### src/rtl/sync_fifo_queue_pkg.sv
// Shared constants and helpers for the sync_fifo_queue FWFT FIFO.
// Imported by the storage sub-module and the top-level controller.
package sync_fifo_pkg;

    localparam int unsigned FIFO_WIDTH_DEF = 8;
    localparam int unsigned FIFO_DEPTH_DEF = 32;

    // Per-cycle queue operation, encoded as {push, pop}.
    typedef enum logic [1:0] {
        OP_IDLE = 2'b00,
        OP_POP  = 2'b01,
        OP_PUSH = 2'b10,
        OP_BOTH = 2'b11
    } fifo_op_e;

    // Advance a pointer by one, wrapping at depth-1 so depth need not be a power of two.
    function automatic int unsigned ptr_inc(input int unsigned ptr, input int unsigned depth);
        return (ptr == depth - 1) ? 0 : ptr + 1;
    endfunction

endpackage

### src/rtl/sync_fifo_queue_mem.sv
// fifo_mem: DEPTH x WIDTH register array, one synchronous write port and one
// asynchronous read port. Holds data only; all queue bookkeeping is in the top.
module fifo_mem
    import sync_fifo_pkg::*;
#(
    parameter int unsigned WIDTH = FIFO_WIDTH_DEF,
    parameter int unsigned DEPTH = FIFO_DEPTH_DEF,
    parameter int unsigned AW    = $clog2(DEPTH)
) (
    input  logic             clk_i,
    input  logic             we_i,
    input  logic [AW-1:0]    waddr_i,
    input  logic [WIDTH-1:0] wdata_i,
    input  logic [AW-1:0]    raddr_i,
    output logic [WIDTH-1:0] rdata_o
);

    logic [WIDTH-1:0] mem_q [DEPTH];

    // NOTE: storage has no reset; empty_o masks stale words, and leaving it out lets the array map to plain flops or RAM.
    always_ff @(posedge clk_i) begin
        if (we_i) begin
            mem_q[waddr_i] <= wdata_i;
        end
    end

    assign rdata_o = mem_q[raddr_i];

endmodule

### src/rtl/sync_fifo_queue.sv
// sync_fifo_queue: single-clock first-word-fall-through FIFO (UART RX/TX byte queue).
// Optional feature macro SYNC_FIFO_QUEUE_LEVEL_EN adds level_o = current occupancy.
module sync_fifo_queue
    import sync_fifo_pkg::*;
#(
    parameter int unsigned WIDTH = FIFO_WIDTH_DEF,
    parameter int unsigned DEPTH = FIFO_DEPTH_DEF
) (
    input  logic                       clk_i,
    input  logic                       rst_ni,
    input  logic [WIDTH-1:0]           wdata_i,
    input  logic                       we_i,
    input  logic                       re_i,
    output logic [WIDTH-1:0]           rdata_o,
    output logic                       full_o,
`ifdef SYNC_FIFO_QUEUE_LEVEL_EN
    output logic [$clog2(DEPTH+1)-1:0] level_o,
`endif
    output logic                       empty_o
);

    localparam int unsigned PTR_W = $clog2(DEPTH);
    localparam int unsigned CNT_W = $clog2(DEPTH + 1);

    logic [PTR_W-1:0] wr_ptr_q, wr_ptr_d;
    logic [PTR_W-1:0] rd_ptr_q, rd_ptr_d;
    logic [CNT_W-1:0] count_q,  count_d;
    logic             push, pop;
    fifo_op_e         op;
    logic [WIDTH-1:0] mem_rdata;

    assign full_o  = (count_q == CNT_W'(DEPTH));
    assign empty_o = (count_q == '0);

    // A pop frees a slot in the same cycle, so a full queue still accepts a push alongside a read.
    assign push = we_i & (~full_o | re_i);
    assign pop  = re_i & ~empty_o;
    assign op   = fifo_op_e'({push, pop});

    // NOTE: every always_comb output gets a default first so no path leaves it unassigned (no latch).
    always_comb begin
        wr_ptr_d = wr_ptr_q;
        rd_ptr_d = rd_ptr_q;
        count_d  = count_q;
        if (push) begin
            wr_ptr_d = PTR_W'(ptr_inc(32'(wr_ptr_q), DEPTH));
        end
        if (pop) begin
            rd_ptr_d = PTR_W'(ptr_inc(32'(rd_ptr_q), DEPTH));
        end
        case (op)
            OP_PUSH: count_d = count_q + CNT_W'(1);
            OP_POP:  count_d = count_q - CNT_W'(1);
            default: count_d = count_q;
        endcase
    end

    // NOTE: sequential state uses non-blocking assignments so every register samples pre-edge values.
    always_ff @(posedge clk_i) begin
        if (!rst_ni) begin
            wr_ptr_q <= '0;
            rd_ptr_q <= '0;
            count_q  <= '0;
        end else begin
            wr_ptr_q <= wr_ptr_d;
            rd_ptr_q <= rd_ptr_d;
            count_q  <= count_d;
        end
    end

    fifo_mem #(
        .WIDTH (WIDTH),
        .DEPTH (DEPTH),
        .AW    (PTR_W)
    ) u_mem (
        .clk_i   (clk_i),
        .we_i    (push & rst_ni),
        .waddr_i (wr_ptr_q),
        .wdata_i (wdata_i),
        .raddr_i (rd_ptr_q),
        .rdata_o (mem_rdata)
    );

    assign rdata_o = empty_o ? '0 : mem_rdata;

`ifdef SYNC_FIFO_QUEUE_LEVEL_EN
    assign level_o = count_q;
`endif

endmodule

### config.mk
export PLATFORM = sky130hd
export DESIGN_NAME = sync_fifo_queue
export DESIGN_NICKNAME = d
export VERILOG_FILES = /design/src/rtl/sync_fifo_queue_pkg.sv /design/src/rtl/sync_fifo_queue_mem.sv /design/src/rtl/sync_fifo_queue.sv
export SDC_FILE = /design/constraint.sdc
export NUM_CORES = 1
export LEC_CHECK = 0
export BUFFER_PORTS_ARGS = -buffer_cell sky130_fd_sc_hd__buf_2
export CAP_MARGIN = 20
export CORE_AREA = 3 3 145 147
export DETAILED_ROUTE_END_ITERATION = 10
export DIE_AREA = 0 0 148 150
export PLACE_DENSITY_LB_ADDON = 0.15
export SLEW_MARGIN = 0
export SYNTH_ARGS = -nofsm -noshare
export SYNTH_HDL_FRONTEND = slang
export SYNTH_HIERARCHICAL = 1
export SYNTH_SLANG_ARGS = --single-unit
### constraint.sdc
create_clock -name clk_i -period 2.85 [get_ports clk_i]
set_input_delay 0.57 -clock clk_i [delete_from_list [all_inputs] [get_ports clk_i]]
set_output_delay 0.57 -clock clk_i [all_outputs]
set_load 0.01 [all_outputs]
==> impl_results.md <==
- Critical Path Fanout Max: 5
- Initial Util: 54.4%
- Top FF cell, synth: edfxtp_1
- Slew HR: 36.6%
- Clock slew at reported path FFs: 0.06 ns
- Row count: 52
- GP Congestion: 0.791
- Avg Synthesized Cell Area: 20.9 µm²
- Top cell type's share of synthesized area: 70.5%
- Skew final: 0.0162 ns
- Via/cell ratio: 6.17
- Quantity of I/O buffers inserted on ports: 21
- Vias in the first global route: 5515
- CP Data Required Time: 2.28 ns
- CTS Buf Count: 28
- Flop pwr share: 40.8%
- Post-DP Area: 11800 µm²
- DP HPWL: 14200 µm
- Max-Cap Viols: 0
- GRT overflow: 0
- First-pass GRT wire length: 34700 µm
- EDFF count, synth: 256
- Final number of max-transition violations: 0
- Status: finished with violations
- Worst min path class: input port to flip-flop
- Logic pwr share: 24.7%
- Core area: 20000 µm²
- FMAX: 292 MHz
- Die width: 148 µm
- Final wirelength: 23200 µm
- Failing checks: negative setup slack
- Setup CP Type: flip-flop to primary output
- Layout cells sized above 1: 36.7%
- Vias: 5531
- Synth-to-Final Area Change: 18.6%
- Synth area leader: edfxtp_1
- Pint: 0.00829 W
- Residual DRC: 0
- CTS Root Cell: clkbuf_16
- Detailed-route wire length per cell: 25.9 µm
- Largest net degree at the start of global routing: 33
- Largest cells by area after synthesis: edfxtp_1, mux4_2, dfxtp_1
- Seq/Total Area, Yosys: 73.5%
- Clock sink count: 272
- Sw Ratio: 24.7%
- CTS tree: yes
- FFs w/ async S/R, synth: 0%
- Period utilisation layout: 120%
- Post-route cell area: 12900 µm²
- Layout filler cell count: 1404
- Finish-stage setup viols: 8
- Final Worst Setup Slack: -0.569 ns
- Overall power: 0.0110 W
- DRT antenna net count: 0
- Hold_ws: 0.306 ns
- Syn nets: 543
- Synth Cell Area: 10900 µm²
- Die Footprint: 22200 µm²
- R2r setup slk: 0.09 ns
- Pwr per Cell Area: 852 nW/µm²
- Yosys reg bits: 272
- Nets: 628
- Worst slew pin tran: 0.948 ns
- IO Count: 22
- Cell variety after synth: 44
- P_sw: 0.00272 W
- Yosys warning total: 6
- Die span in y: 150 µm
- Clock Power Share: 34.4%
- Peak supply drop: 0.582 mV
- Initial antenna violation count: 0
- Crit path time final: 3.42 ns
- RSZ-0062 raised after global routing: true
- H-tree levels: 1
- Worst setup SP type: flip-flop
- Final hold violations: 0
- Register Area: 8010 µm²
- GRT Util Overall: 21.1%
- Detailed-router iteration count before antenna repair: 5
- Hold_buf cts: 0
- Longest Clk Path Bufs: 3
- Arrival time worst endpoint: 2.85 ns
- Leakage: 4.16 nW
- Critical path endpoint category: primary output
- Diodes inserted: 0
- Syn Inst Count: 521
- Multi-input logic area: 2860 µm²
- Initial DRC Count: 606
- Clock latency on the worst-skew pair: 0.54 ns
power groups by stage:
stage / Combinational (W) / Clock [W] / Sequential, W
after global placement: 0.00235 / 0 / 0.00459
after detailed placement: 0.00239 / 0 / 0.00459
after floorplan: 0.00164 / 0 / 0.00458
final: 0.00273 / 0.00379 / 0.00450
after CTS: 0.00255 / 0.00385 / 0.00451
after global routing: 0.00289 / 0.00400 / 0.00450
layout make-up:
class | instances | share of cell area, %
clock buffers | 37 | 6.00
clock inverters | 14 | 1.47
inverters | 3 | 0.0871
multi-input cells | 223 | 22.1
flip-flops and latches | 272 | 62.0
well taps | 270 | 2.61
repair buffers | 78 | 5.69
synth_stat cells (2+ instances only):
library cell,n
xor2_1,2
nor3_1,3
inv_1,3
nand3_1,5
o21ai_0,6
or4b_2,2
a21oi_1,9
a21o_1,2
mux2i_1,5
ha_1,9
nor2_1,45
and2b_1,5
a31oi_1,2
and3_1,2
nor2b_1,3
nand3b_1,5
buf_4,6
mux4_2,80
a211oi_1,2
o31ai_1,2
clkbuf_1,7
buf_1,7
edfxtp_1,256
nand2_1,4
buf_2,2
dfxtp_1,16
nor4b_1,2
mux2_2,8
or3b_2,3
or3_1,2
or4_1,3
registers in the layout, summed over array words and instances (netlist names):
name,cells
wr_ptr_q,5
u_mem/mem_q,256
rd_ptr_q,5
count_q,6
cell families after synthesis:
group,Yosys count,synth area share (%)
DFF,272,73.5
and+or+nand+nor,91,4.42
AOI/OAI and AO/OA,26,1.66
muxes,93,17.8
buffers and inverters,26,1.19
adders and majority gates,10,1.22
xor gates and xnor gates,3,0.241
worst max-delay path: stages, from the launching register on:
cell and delay [ns]:
dfxtp_4 0.40, buf_8 0.14, buf_12 0.13, mux4_2 0.56, mux4_2 0.52, mux2_4 0.28, and2b_1 0.16, buf_2 0.14
through the flow:
stage	setup TNS (ns)	setup WS, ns	instances	util (%)
after detailed placement	-0.157	-0.0726	838	58.7
final	-4.31	-0.569	897	64.5
after CTS	-4.50	-0.569	892	64.0
after global placement	-0.0287	-0.0266	838	58.7
after global routing	-4.79	-0.622	897	64.5
after floorplan	-0.0542	-0.0542	521	-
cells in the final DEF, fill, tap and decap left out, types with 3 or more instances in the layout:
cell type and count:
a21oi_1 9, and2b_1 5, buf_12 9, buf_2 20
buf_4 42, bufinv_16 5, clkbuf_1 6, clkbuf_16 32
clkinv_1 4, clkinv_2 5, dfxtp_1 13, edfxtp_1 256
ha_1 4, ha_4 4, mux2_2 4, mux2_4 4
mux2i_1 5, mux4_2 80, nand2_1 4, nand3_1 5
nand3b_1 5, nor2_1 45, nor3_1 3, o21ai_0 5
or3b_2 3
path summary, 6_finish.rpt:
kind               start     endpoint  cells after the start
max reg2reg   count_q[4]   count_q[5]                      8
min               rst_ni   count_q[3]                      2
min reg2reg  wr_ptr_q[0]  wr_ptr_q[0]                      2
max          rd_ptr_q[0]   rdata_o[7]                      7
layer usage:
layer  GRT usage, %  part of all wire (%)  vias up
li1               -                     -     2340
met1           33.0                    43     2926
met2           32.0                    47      239
met3           3.66                   7.9       26
met4           4.67                   1.5        0
met5              0                     0        -
what timing repair did:
action                                  CTS  global route
endpoints found under the setup margin   26             8
pin swaps                                 2             0
hold endpoints to repair                  0             0
gates resized for setup                   9             4
gates cloned                              1             3
setup buffers                             2             3
Power figures use the tool's default switching activity.
